[src/rtl/cordic_pkg.sv]
// Constants shared by the CORDIC core and its fixed/float converters.
// Fixed-point words are Q(32-FRACTIONAL_BITS).FRACTIONAL_BITS two's complement.
package cordic_pkg;

  localparam int FRAC_BITS_DEFAULT = 30;
  localparam int FP32_EXP_BIAS     = 127;
  localparam int FP32_MANT_W       = 23;
  localparam int FP32_EXP_W        = 8;

endpackage

[src/rtl/fixed_to_float_packer_lzc32.sv]
// lzc32: combinational position of the most significant set bit of a 32-bit word.
// p is don't-care (driven 0) when zero is set.
module lzc32 (
  input  logic [31:0] mag,
  output logic [4:0]  p,
  output logic        zero
);

  always_comb begin
    p = 5'd0;
    for (int i = 0; i < 32; i++) begin
      if (mag[i]) p = 5'(i);
    end
    zero = (mag == 32'd0);
  end

endmodule

[src/rtl/fixed_to_float_packer.sv]
// Three-stage fixed-point to float32 converter: |x|, leading-one detect, normalise/round/pack.
// One global enable stalls the whole pipe whenever the output is held.
module fixed_to_float_packer
  import cordic_pkg::*;
#(
  parameter int FRACTIONAL_BITS = FRAC_BITS_DEFAULT
) (
  input  logic        clk,
  input  logic        reset,
  input  logic        in_valid,
  output logic        in_ready,
  input  logic [31:0] in_data,
  output logic        out_valid,
  input  logic        out_ready,
  output logic [31:0] out_data
);

  logic        en;
  logic        v1_q, v1_d, v2_q, v2_d, v3_q, v3_d;
  logic        s1_sign_q, s1_sign_d, s2_sign_q, s2_sign_d;
  logic [31:0] s1_mag_q, s1_mag_d, s2_mag_q, s2_mag_d;
  logic [4:0]  s2_p_q, s2_p_d;
  logic        s2_zero_q, s2_zero_d;
  logic [31:0] out_data_q, out_data_d;

  logic [4:0]  lzc_p;
  logic        lzc_zero;
  logic [30:0] aligned;
  logic [22:0] mant;
  logic        guard, sticky, round_up;
  logic [23:0] mant_r;
  logic [FP32_EXP_W-1:0] exp_base, exp_fin;

  assign en        = !v3_q || out_ready;
  assign in_ready  = en;
  assign out_valid = v3_q;
  assign out_data  = out_data_q;

  lzc32 u_lzc32 (
    .mag  (s1_mag_q),
    .p    (lzc_p),
    .zero (lzc_zero)
  );

  // Normalise: bit p lands on the (dropped) hidden-one position, bit 31.
  always_comb begin
    aligned  = 31'(s2_mag_q << (5'd31 - s2_p_q));
    mant     = aligned[30:8];
    guard    = aligned[7];
    sticky   = |aligned[6:0];
    round_up = guard && (sticky || mant[0]);
    mant_r   = {1'b0, mant} + {23'd0, round_up};
    // Exponent always lands in 1..254, so the low 8 bits of the 9-bit sum are exact.
    exp_base = FP32_EXP_W'(FP32_EXP_BIAS) + {3'd0, s2_p_q} - FP32_EXP_W'(FRACTIONAL_BITS);
    exp_fin  = mant_r[23] ? exp_base + 8'd1 : exp_base;
  end

  always_comb begin
    v1_d       = v1_q;
    v2_d       = v2_q;
    v3_d       = v3_q;
    s1_sign_d  = s1_sign_q;
    s1_mag_d   = s1_mag_q;
    s2_sign_d  = s2_sign_q;
    s2_mag_d   = s2_mag_q;
    s2_p_d     = s2_p_q;
    s2_zero_d  = s2_zero_q;
    out_data_d = out_data_q;
    if (en) begin
      v1_d       = in_valid;
      s1_sign_d  = in_data[31];
      s1_mag_d   = in_data[31] ? (~in_data + 32'd1) : in_data;
      v2_d       = v1_q;
      s2_sign_d  = s1_sign_q;
      s2_mag_d   = s1_mag_q;
      s2_p_d     = lzc_p;
      s2_zero_d  = lzc_zero;
      v3_d       = v2_q;
      out_data_d = s2_zero_q ? 32'd0 : {s2_sign_q, exp_fin, mant_r[22:0]};
    end
  end

  always_ff @(posedge clk or posedge reset) begin
    if (reset) begin
      v1_q       <= 1'b0;
      v2_q       <= 1'b0;
      v3_q       <= 1'b0;
      s1_sign_q  <= 1'b0;
      s1_mag_q   <= 32'd0;
      s2_sign_q  <= 1'b0;
      s2_mag_q   <= 32'd0;
      s2_p_q     <= 5'd0;
      s2_zero_q  <= 1'b0;
      out_data_q <= 32'd0;
    end else begin
      v1_q       <= v1_d;
      v2_q       <= v2_d;
      v3_q       <= v3_d;
      s1_sign_q  <= s1_sign_d;
      s1_mag_q   <= s1_mag_d;
      s2_sign_q  <= s2_sign_d;
      s2_mag_q   <= s2_mag_d;
      s2_p_q     <= s2_p_d;
      s2_zero_q  <= s2_zero_d;
      out_data_q <= out_data_d;
    end
  end

endmodule

[config.mk]
export PLATFORM = sky130hd
export DESIGN_NAME = fixed_to_float_packer
export DESIGN_NICKNAME = d
export VERILOG_FILES = /design/src/rtl/cordic_pkg.sv /design/src/rtl/fixed_to_float_packer_lzc32.sv /design/src/rtl/fixed_to_float_packer.sv
export SDC_FILE = /design/constraint.sdc
export NUM_CORES = 1
export LEC_CHECK = 0
export BUFFER_PORTS_ARGS = -buffer_cell sky130_fd_sc_hd__buf_4
export CORE_ASPECT_RATIO = 1.1
export CORE_MARGIN = 5
export CORE_UTILIZATION = 56
export CTS_CLUSTER_DIAMETER = 40
export DETAILED_ROUTE_END_ITERATION = 6
export HOLD_SLACK_MARGIN = 0.06
export PLACE_DENSITY = 0.88
export SETUP_SLACK_MARGIN = 0.1
export SLEW_MARGIN = 20
export SYNTH_ARGS = -nofsm -noshare
export SYNTH_HDL_FRONTEND = slang
export SYNTH_SLANG_ARGS = --single-unit
[constraint.sdc]
create_clock -name clk -period 8.55 [get_ports clk]
set_input_delay 1.71 -clock clk [delete_from_list [all_inputs] [get_ports clk]]
set_output_delay 1.71 -clock clk [all_outputs]
set_load 0.005 [all_outputs]
* Yosys cells after proc, flatten, opt, wreduce, memory -nomap -nowiden
Index checks and enable logic that the tools add are counted.
Word-level totals: word-level logic and storage cells 58, output and inout port bits 34, register bits after elaboration 107
Operators by class: bitwise operators 1, reduce and logical (&&, ||, !) cells 6, mux-type cells 34, shifts and indexed selects 1, add/sub/neg operators 6
Operators by type and width (count):
- $mux 5 | 16
- $mux 32 | 2
- $add 32x1->32 const B | 1
- $logic_not 32->1 | 1
- $mux 4 | 8
- $not 32->32 | 1
- $shl 32x5->31 | 1
- $add 23x1->24 | 1
- $mux 3 | 4
- $add 7x5->8 const A | 1
- $add 8x1->8 const B | 1
- $mux 8 | 1
- $sub 8x5->8 const B | 1
- $reduce_or 7->1 | 1
- $sub 5x5->5 const A | 1
- $mux 2 | 2
- $logic_or 1x1->1 | 2
- $logic_and 1x1->1 | 1
- $logic_not 1->1 | 1
- $mux 1 | 1

* Depth between registers and ports, before layout
Gate-level depths: netlist of run 1.
depth after elaboration 31, depth in mapped cells 14

* Hierarchy
Synthesis of run 1 repeated with hierarchy kept, for this count alone.
Unflattened totals: cells, all modules 827, area total of the unflattened synthesis 7407.1 um^2
By module, submodules not included:
- fixed_to_float_packer | cells an instance 762, seq. area each 2652.5 um^2, instances 1, area each 7073.0 um^2
- lzc32 | cells an instance 65, seq. area each 0.0 um^2, instances 1, area each 334.1 um^2

* Worst setup path after synthesis of run 1
Ideal clock, no wire load.
path kind input -> register, from input port in_data[4], to register s1_mag_q[29], arrival 4.029 ns, cell stages on the path 9, data required time 8.420 ns, library setup time 0.130 ns, setup slack 4.391 ns, cells stage by stage or4_1 or4_1 or3_4 nand2b_1 nand2b_1 nand2b_4 o31ai_1 xor2_1 o21ai_1
Between the ends: cells in the longest elaborated chain, start to end 3
Ends and longest elaborated chain:
- start: declaration | line fixed_to_float_packer.sv:12 | input logic [31:0] in_data,
- $not 32->32 | line fixed_to_float_packer.sv:72 | s1_mag_d = in_data[31] ? (~in_data + 32'd1) : in_data;
- $add 32x1->32 | line fixed_to_float_packer.sv:72
- $mux 32 | line fixed_to_float_packer.sv:72
- end signal: assignment | line fixed_to_float_packer.sv:100 | s1_mag_q <= s1_mag_d;
- end: declaration | line fixed_to_float_packer.sv:21 | logic [31:0] s1_mag_q, s1_mag_d, s2_mag_q, s2_mag_d;
Every way passes these cells. A chain may end at the register's enable or synchronous reset.

* Worst setup path in the final report of run 1
from input port out_ready, to output port in_ready
Between the ends: cells in the longest elaborated chain, start to end 1
Ends and longest elaborated chain:
- start: declaration | line fixed_to_float_packer.sv:14 | input logic out_ready,
- $logic_or 1x1->1 | line fixed_to_float_packer.sv:34 | assign en = !v3_q || out_ready;
- end: declaration | line fixed_to_float_packer.sv:11 | output logic in_ready,
Every way passes these cells.

==> results of run 1 <==
cells in the final DEF, fill, tap and decap left out, types with 12 or more instances in the layout:
cell       n
xor2_1    41
mux2i_1   26
nor3_1    15
nor2_1    35
and2_1    12
inv_1     13
mux2_2    20
mux4_2    25
o31ai_1   15
buf_4     78
nand2_1  208
dfrtp_1  105
o21ai_0   66
xnor2_1   13
a21oi_1   20
critical path: stages:
cell and delay (ns):
buf_4 0.12, nor2b_4 0.09, buf_4 0.38, inv_1 0.14
buf_4 0.16
cell families (layout without fill, tap and decap cells):
group                    after synthesis  in the layout  share of synthesized area [%]
AO/OA/AOI/OAI                        177            177                           15.1
XOR/XNOR                              54             54                           6.07
adder cells (fa/ha/maj)                4              4                          0.643
buffers and inverters                 69            109                           5.33
flip-flops                           106            106                           34.1
multiplexers                          82             82                           17.2
AND/OR/NAND/NOR                      353            353                           21.6
sequential cells by signal, indices dropped and copies added, names as in the netlist:
signal     flops
out_data      32
out_valid      1
s1_mag_q      32
s1_sign_q      1
s2_mag_q      31
s2_p_q         5
s2_sign_q      1
s2_zero_q      1
v1_q           1
v2_q           1
layout make-up:
type	count	share of cell area, %
sequential	106	31.1
timing repair buffer	78	6.85
clock buffer	10	2.68
clock inverter	6	0.600
tap	188	2.75
inverter	15	0.718
multi-input combinational	670	55.3
Yosys cell counts (all sizes together) (20+ instances only):
| cell | count |
|---|---|
| a21oi | 21 |
| buf | 24 |
| clkbuf | 30 |
| dfrtp | 106 |
| mux2 | 20 |
| mux2i | 26 |
| mux4 | 36 |
| nand2 | 208 |
| nor2 | 38 |
| o21ai | 76 |
| xor2 | 41 |
path summary, 6_finish.rpt:
| path | to | slack (ns) |
|---|---|---|
| min in group asynchronous | s1_mag_q[4] | 1.40 |
| max in group asynchronous | s2_p_q[1] | 5.94 |
| worst min register to register | v2_q | 0.47 |
| worst min-delay path | v2_q | 0.47 |
| worst max-delay path | in_ready | 4.24 |
| worst max register to register | out_data[26] | 4.64 |
power by group:
group / total [uW] / internal, uW / switching, uW
registers: 897 / 690 / 207
logic: 1790 / 835 / 950
clock network: 395 / 202 / 194
total: 3080 / 1730 / 1350
layer usage:
layer | GRT usage [%] | share of wire [%] | vias up
met2 | 38.3 | 49 | 219
li1 | - | - | 3115
met3 | 2.12 | 5.0 | 39
met5 | 0 | 0 | -
met4 | 9.46 | 3.2 | 0
met1 | 30.1 | 43 | 3048
per-stage QoR:
stage,hold slack [ns],cells
detailed placement,0.455,1057
floorplan,0.430,845
global route,0.492,1073
finish,0.466,1073
CTS,0.472,1073
global placement,0.441,1057
==> impl_metrics.toml, run 1 <==
[worst_hold_path]
min_from = "v2_q"
hold_class = "flip-flop to flip-flop"
whs_path_depth = 2

[sta]
timing.final.max_slew_violations = 0
slew_headroom_pct = 42.0
timing.final.crit_period_ns = 4.31
max_freq_ghz = 0.232
fin_skew_ns = 0.00837
worst_slack_ns = 4.24
worst_pin_slew_ns = 0.869
period_share_pct = 50.5
rsz0062_at_grt = "false"
timing.setup.tns_ns = 0
setup_viol = 0
hold_viol = 0

[cts]
hold_buffers = 0
cts_sinks = 106
numCtsBuffers = 9
post_cts_resized = 0
cts.path.max_buffers = 2
cts_setup_buffers = 0
cts_tree = "yes"
htree_levels = 3
clockRootBuffer = "clkbuf_16"
clkLatencyLatePin_ns = 0.36
clk_pin_slew_ns = 0.07

[synth]
ys_top_cells_by_area = "dfrtp_1 34%, nand2_1 10%, mux4_2 7.2%"
synthesis.area_mm2 = 0.00779
synth_cells = 845
yosysTopAreaCell = "dfrtp_1"
synth_top_area_share_pct = 34.1
avgSynthCellArea_um2 = 9.22
synth_fp_nets = 885
ys.flop_type = "dfrtp_1"
ys_ff_latch = 106
ys_seq_area_share_pct = 34.1
async_flop_share_pct = 100
synth_edf_count = 0
synth.distinct_cells = 76
yosysWarnings = 0

[setup_path]
crit_type = "input port to primary output"
startpoint = "out_ready"
r2r-start = "s2_p_q[1]"
critPathLaunchType = "input port"
cp_max_fo = 43
crit_arrival_ns = 2.60
worstRegToRegCells = 10
cp-end-kind = "primary output"
crit_required_ns = 6.84

[floorplanning]
start_util_pct = 56.7
dieArea_mm2 = 0.0164
die_height_um = 134
fp.coreArea_mm2 = 0.0137
rows = 45
io-pin-count = 70
die_width_um = 122

[global_route]
antenna_found_initial = 0
grt_usage_pct = 22.8
grt_max_degree = 105
grt-ovfl-total = 0
grt_pass1_vias = 6188
grt_pass1_wl_um = 30500

[power]
vdd_ir_drop_max_v = 0.000156
p_leak_uw = 0.00374
p_per_area_mw_per_mm2 = 360
total_power_uw = 3080

[job]
drv_cap = 0

[place]
dp_slack_ns = 4.05
numPortBuffers = 69
post_dp_cell_area_mm2 = 0.00826
place_congestion = 0.951
hpwl_um = 13600

[route]
vias = 6421
wl_um = 18300
drtAntennaViolNets = 0
dr.pass1.iters = 6
post_drt_wl_per_cell_um = 17.0
vias_per_cell = 5.98
drc_errors = 0
drt_iter0_markers = 569

[cells_and_area]
fillers = 1190
register_area_mm2 = 0.00265
postLayoutCoreUtil_pct = 62.2
drive_gt1_share_pct = 18.5
final_nets = 920
insertedDiodeCount = 0
area.growth.synth_to_final_pct = 9.70
multi_input_area_mm2 = 0.00473
design_area_mm2 = 0.00854

[outcome]
status = "completed"
No activity file was read; power rests on OpenSTA's default activity.
==> inputs of run 2 (changes only) <==
--- a/config.mk
+++ b/config.mk
@@ -5,6 +5,7 @@
 export SDC_FILE = /design/constraint.sdc
 export NUM_CORES = 1
 export LEC_CHECK = 0
+export ABC_AREA = 1
 export BUFFER_PORTS_ARGS = -buffer_cell sky130_fd_sc_hd__buf_4
 export CORE_ASPECT_RATIO = 1.1
 export CORE_MARGIN = 5
==> constraint.sdc (replaced) <==
create_clock -name clk -period 4.2 [get_ports clk]
set_input_delay 0.84 -clock clk [delete_from_list [all_inputs] [get_ports clk]]
set_output_delay 0.84 -clock clk [all_outputs]
set_load 0.005 [all_outputs]
==> impl_metrics.toml, run 2 <==
[global_route]
grt_usage_pct = 23.2
use_met1_pct = 28.2
antenna_found_initial = 0
grt_pass1_wl_um = 28300
grt_util_met2_pct = 40.7
grt_pass1_vias = 6267
grt-ovfl-total = 0
grt_max_degree = 161
top_usage_layer = "met2"
met3_usage_pct = 3.87

[cells_and_area]
drive_gt1_share_pct = 13.9
postLayoutCoreUtil_pct = 63.2
final_common_cell = "nand2_1"
final_nets = 1078
insertedDiodeCount = 0
area.growth.synth_to_final_pct = 11.9
mostFrequentLayoutCells = "283 x nand2_1, 122 x o21ai_0, 106 x inv_1, 106 x dfrtp_1, 80 x buf_4"

[cts]
htree_levels = 3
hold_buffers = 0
cts_tree = "yes"
cts.path.max_buffers = 2
clockRootBuffer = "clkbuf_16"
clkLatencyLatePin_ns = 0.35
numCtsBuffers = 9
cts_setup_buffers = 0
clk_pin_slew_ns = 0.07
cts_sinks = 106
post_cts_resized = 0

[synth]
synth_cells = 995
synth_top_area_share_pct = 37.6
yosysTopAreaCell = "dfrtp_1"
ys_seq_area_share_pct = 37.6
yosysWarnings = 0
async_flop_share_pct = 100
ys_ff_latch = 106
synth.distinct_cells = 51
avgSynthCellArea_um2 = 7.09
synth_most_common_cell = "nand2_1"
ys.flop_type = "dfrtp_1"
ys_top_cells_by_area = "dfrtp_1 38%, nand2_1 15%, o21ai_0 8.7%"
netlist_top_cells_count = "283 x nand2_1, 122 x o21ai_0, 107 x inv_1, 106 x dfrtp_1, 69 x nor2_1"
synthesis.area_mm2 = 0.00705
synth_fp_nets = 1035
synth_edf_count = 0

[sta]
timing.setup.tns_ns = 0
period_share_pct = 85.7
slew_headroom_pct = 61.9
timing.final.max_slew_violations = 0
worst_pin_slew_ns = 0.572
hold_viol = 0
setup_viol = 0
worst_slack_ns = 0.602
rsz0062_at_grt = "false"
max_freq_ghz = 0.278
fin_skew_ns = 0.00866
timing.final.crit_period_ns = 3.60

[setup_path]
critPathLaunchType = "flip-flop"
rrSetupSlack_ns = 0.60
crit_arrival_ns = 3.82
crit_required_ns = 4.43
cp_max_fo = 31
cp-end-kind = "flip-flop"
r2r-start = "s2_p_q[0]"
worstRegToRegCells = 21
crit_type = "flip-flop to flip-flop"
reg2reg_to = "out_data[20]"

[route]
vias_per_cell = 5.51
post_drt_wl_per_cell_um = 13.8
drtAntennaViolNets = 0
dr.pass1.iters = 5
vias = 6607
wl_um = 16600
drc_errors = 0
drt_iter0_markers = 390

[worst_hold_path]
hold_class = "input port to async pin"

[power]
vdd_ir_drop_max_v = 0.000366
p_per_area_mw_per_mm2 = 736
p_leak_uw = 0.00380

[place]
numPortBuffers = 69
dp_slack_ns = 0.635
place_congestion = 0.945
hpwl_um = 12500

[floorplanning]
dieArea_mm2 = 0.0149
die_width_um = 117
io-pin-count = 70
start_util_pct = 56.5
fp.coreArea_mm2 = 0.0125
rows = 43
die_height_um = 128

[outcome]
status = "completed"

[job]
drv_cap = 0
## run 2: how the worst max path moves through the flow
| stage | start | endpoint | slack [ns] | depth (start not counted) |
|---|---|---|---|---|
| finish | s2_p_q[0] | out_data[20] | 0.60 | 21 |
| global route | s2_p_q[0] | out_data[20] | 0.15 | 21 |
| floorplan | reset | out_data[0] | 0.57 | 1 |
| CTS | s2_p_q[0] | out_data[20] | 0.64 | 21 |
| global placement | in_data[0] | s1_mag_q[30] | 0.71 | 20 |
| detailed placement | in_data[0] | s1_mag_q[30] | 0.64 | 20 |
## run 2: final cells by class
cell class,instances,area [um^2]
sequential,106,2650
clock inverter,5,37.5
fill,1140,4590
tap,157,196
inverter,117,447
multi-input combinational,723,3700
timing repair buffer,81,621
clock buffer,10,239
## run 2: layer usage
metal / routed length [um] / up-vias
met1: 6870 / 3030
met3: 848 / 50
li1: - / 3329
met5: 0 / -
met2: 8280 / 198
met4: 568 / 0
## run 2: kinds of logic (layout without fill, tap and decap cells)
| family | after synthesis | count (layout) | synth area share [%] |
|---|---|---|---|
| adder cells (fa/ha/maj) | 4 | 4 | 0.709 |
| buffers and inverters | 166 | 213 | 10.1 |
| AND/OR/NAND/NOR | 457 | 457 | 27.8 |
| AO/OA/AOI/OAI | 215 | 215 | 17.8 |
| flip-flops | 106 | 106 | 37.6 |
| multiplexers | 11 | 11 | 1.56 |
| XOR/XNOR | 36 | 36 | 4.47 |
## run 2: through the flow
step / total power [uW] / hold WS (ns) / area [um^2] / cells
2_1_floorplan: 4130 / 0.440 / 7050 / 995
3_3_place_gp: 4900 / 0.447 / 7620 / 1184
3_5_place_dp: 4990 / 0.458 / 7620 / 1184
4_1_cts: 5810 / 0.475 / 7890 / 1199
5_1_grt: 6350 / 0.489 / 7890 / 1199
6_report: 5810 / 0.477 / 7890 / 1199
## run 2: critical path: stages (launching register included)
cell and delay, ns:
dfrtp_1 0.70, inv_6 0.19, o21ai_1 0.20, nand2_1 0.06, o21ai_0 0.10, nand2_1 0.07
o21ai_1 0.12, nand2_1 0.09, o21ai_2 0.10, nand2_1 0.11, inv_2 0.08, ha_1 0.14
inv_1 0.05, nor2_1 0.12, nand2_1 0.12, nor3b_2 0.25, nand3_2 0.12, nor3_2 0.24
nand4_1 0.18, nor2_1 0.16, xor2_1 0.19, o21ai_1 0.07
## run 2: power breakdown
part           switching [uW]  internal [uW]
logic                    2110           1210
clock network             378            418
registers                 289           1410
==> inputs of run 3 (changes only) <==
--- a/config.mk
+++ b/config.mk
@@ -10,6 +10,7 @@
 export CORE_ASPECT_RATIO = 1.1
 export CORE_MARGIN = 5
 export CORE_UTILIZATION = 56
+export CTS_BUF_LIST = sky130_fd_sc_hd__clkbuf_8
 export CTS_CLUSTER_DIAMETER = 40
 export DETAILED_ROUTE_END_ITERATION = 6
 export HOLD_SLACK_MARGIN = 0.06
==> impl_metrics.toml, run 3 (synthesized netlist as in run 2, its figures left out) <==
[cts]
hold_buffers = 0
htree_levels = 3
clkLatencyLatePin_ns = 0.39
cts_setup_buffers = 0
cts_tree = "yes"
cts_sinks = 106
numCtsBuffers = 9
clk_pin_slew_ns = 0.10
clockRootBuffer = "clkbuf_8"
post_cts_resized = 0
cts.path.max_buffers = 2

[setup_path]
cp-end-kind = "flip-flop"
rrSetupSlack_ns = 0.60
r2r-start = "s2_p_q[0]"
crit_end = "out_data[20]"
crit_required_ns = 4.46
path_common_cell = "nand2_1"
startpoint = "s2_p_q[0]"
slowest_delay_ns = 0.71
path_delay_family = "simple AND/OR/NAND/NOR gates"
reg2reg_to = "out_data[20]"
cp_max_fo = 31
crit_arrival_ns = 3.86
critPathLaunchType = "flip-flop"
crit_cells = 21
worstRegToRegCells = 21
slowest_stage = "dfrtp_1"
crit_type = "flip-flop to flip-flop"
critical_path.cell_chain = "inv_6, o21ai_1, nand2_1, o21ai_0, nand2_1, o21ai_1, nand2_1, o21ai_2, nand2_1, inv_2, ha_1, inv_1, nor2_1, nand2_1, nor3b_2, nand3_2, nor3_2, nand4_1, nor2_1, xor2_1, o21ai_1"
critPathBufInv = 3

[power]
p_leak_uw = 0.00375
p_switching_uw = 2730
p_int_uw = 2850
vdd_ir_drop_max_v = 0.000366
switching_share_pct = 49.0
power_frac_seq_pct = 30.3
p_per_area_mw_per_mm2 = 716
pwr-share-clk_pct = 10.5
comb_power_share_pct = 59.2

[cells_and_area]
mostFrequentLayoutCells = "283 x nand2_1, 122 x o21ai_0, 106 x inv_1, 106 x dfrtp_1, 80 x buf_4"
insertedDiodeCount = 0
fillers = 1167
final_common_cell = "nand2_1"
drive_gt1_share_pct = 13.9
area.growth.synth_to_final_pct = 10.4
final_nets = 1078

[sta]
timing.final.crit_period_ns = 3.60
timing.final.max_slew_violations = 0
period_share_pct = 85.6
timing.setup.tns_ns = 0
setup_viol = 0
hold_viol = 0
holdWs_ns = 0.430
slew_headroom_pct = 62.2
fin_skew_ns = 0.0143
max_freq_ghz = 0.278
worst_pin_slew_ns = 0.568
rsz0062_at_grt = "false"

[place]
place_congestion = 0.945
hpwl_um = 12500
numPortBuffers = 69

[route]
vias = 6526
drtAntennaViolNets = 0
drt_iter0_markers = 445
post_drt_wl_per_cell_um = 13.4
drc_errors = 0
wl_um = 16100
vias_per_cell = 5.44
dr.pass1.iters = 5

[global_route]
grt-ovfl-total = 0
grt_max_degree = 161
grt_pass1_vias = 6204
antenna_found_initial = 0
grt_pass1_wl_um = 27700
grt_usage_pct = 22.7

[floorplanning]
die_width_um = 117
io-pin-count = 70
dieArea_mm2 = 0.0149
die_height_um = 128
start_util_pct = 56.5
fp.coreArea_mm2 = 0.0125
rows = 43

[job]
drv_cap = 0

[worst_hold_path]
hold_class = "input port to async pin"

[outcome]
status = "completed"
## run 3: cell counts in the layout (fill, tap and decap cells not counted)
Identical to the previous run, type by type.
## run 3: metal layers
metal,GRT usage [%],part of all wire [%],routed length (um),vias up
li1,-,-,-,3327
met1,27.6,43,6920,3007
met2,39.6,50,8020,148
met3,3.21,4.0,640,44
met4,9.78,3.3,525,0
met5,0,0,0,-
## run 3: power by group through the flow
stage / clock [uW] / combinational [uW] / sequential, uW
2_1_floorplan: 0 / 2500 / 1630
3_3_place_gp: 0 / 3210 / 1690
3_5_place_dp: 0 / 3280 / 1710
4_1_cts: 597 / 3290 / 1690
5_1_grt: 638 / 3730 / 1750
6_report: 583 / 3300 / 1690
## run 3: final cells by class
class                      count  area (um^2)  share of cell area (%)
multi-input combinational    723         3700                    47.5
inverter                     117          447                    5.73
timing repair buffer          81          621                    7.97
clock inverter                 5         37.5                   0.482
sequential                   106         2650                    34.0
tap                          157          196                    2.52
clock buffer                  10          138                    1.77
## run 3: per-stage QoR
step / power (uW) / std cells / area, um^2 / setup WS [ns] / utilization (%)
CTS: 5580 / 1199 / 7790 / 0.644 / 62.4
global placement: 4900 / 1184 / 7620 / 0.715 / 61.0
floorplan: 4130 / 995 / 7050 / 0.571 / -
finish: 5580 / 1199 / 7790 / 0.603 / 62.4
detailed placement: 4990 / 1184 / 7620 / 0.635 / 61.0
global route: 6120 / 1199 / 7790 / 0.149 / 62.4
## run 3: worst min path at each step
stage	startpoint	end	slack, ns
detailed placement	v2_q	out_valid	0.46
floorplan	v2_q	out_valid	0.44
finish	reset	s1_sign_q	0.43
global placement	v2_q	out_valid	0.45
CTS	reset	s1_sign_q	0.44
global route	reset	s1_sign_q	0.46
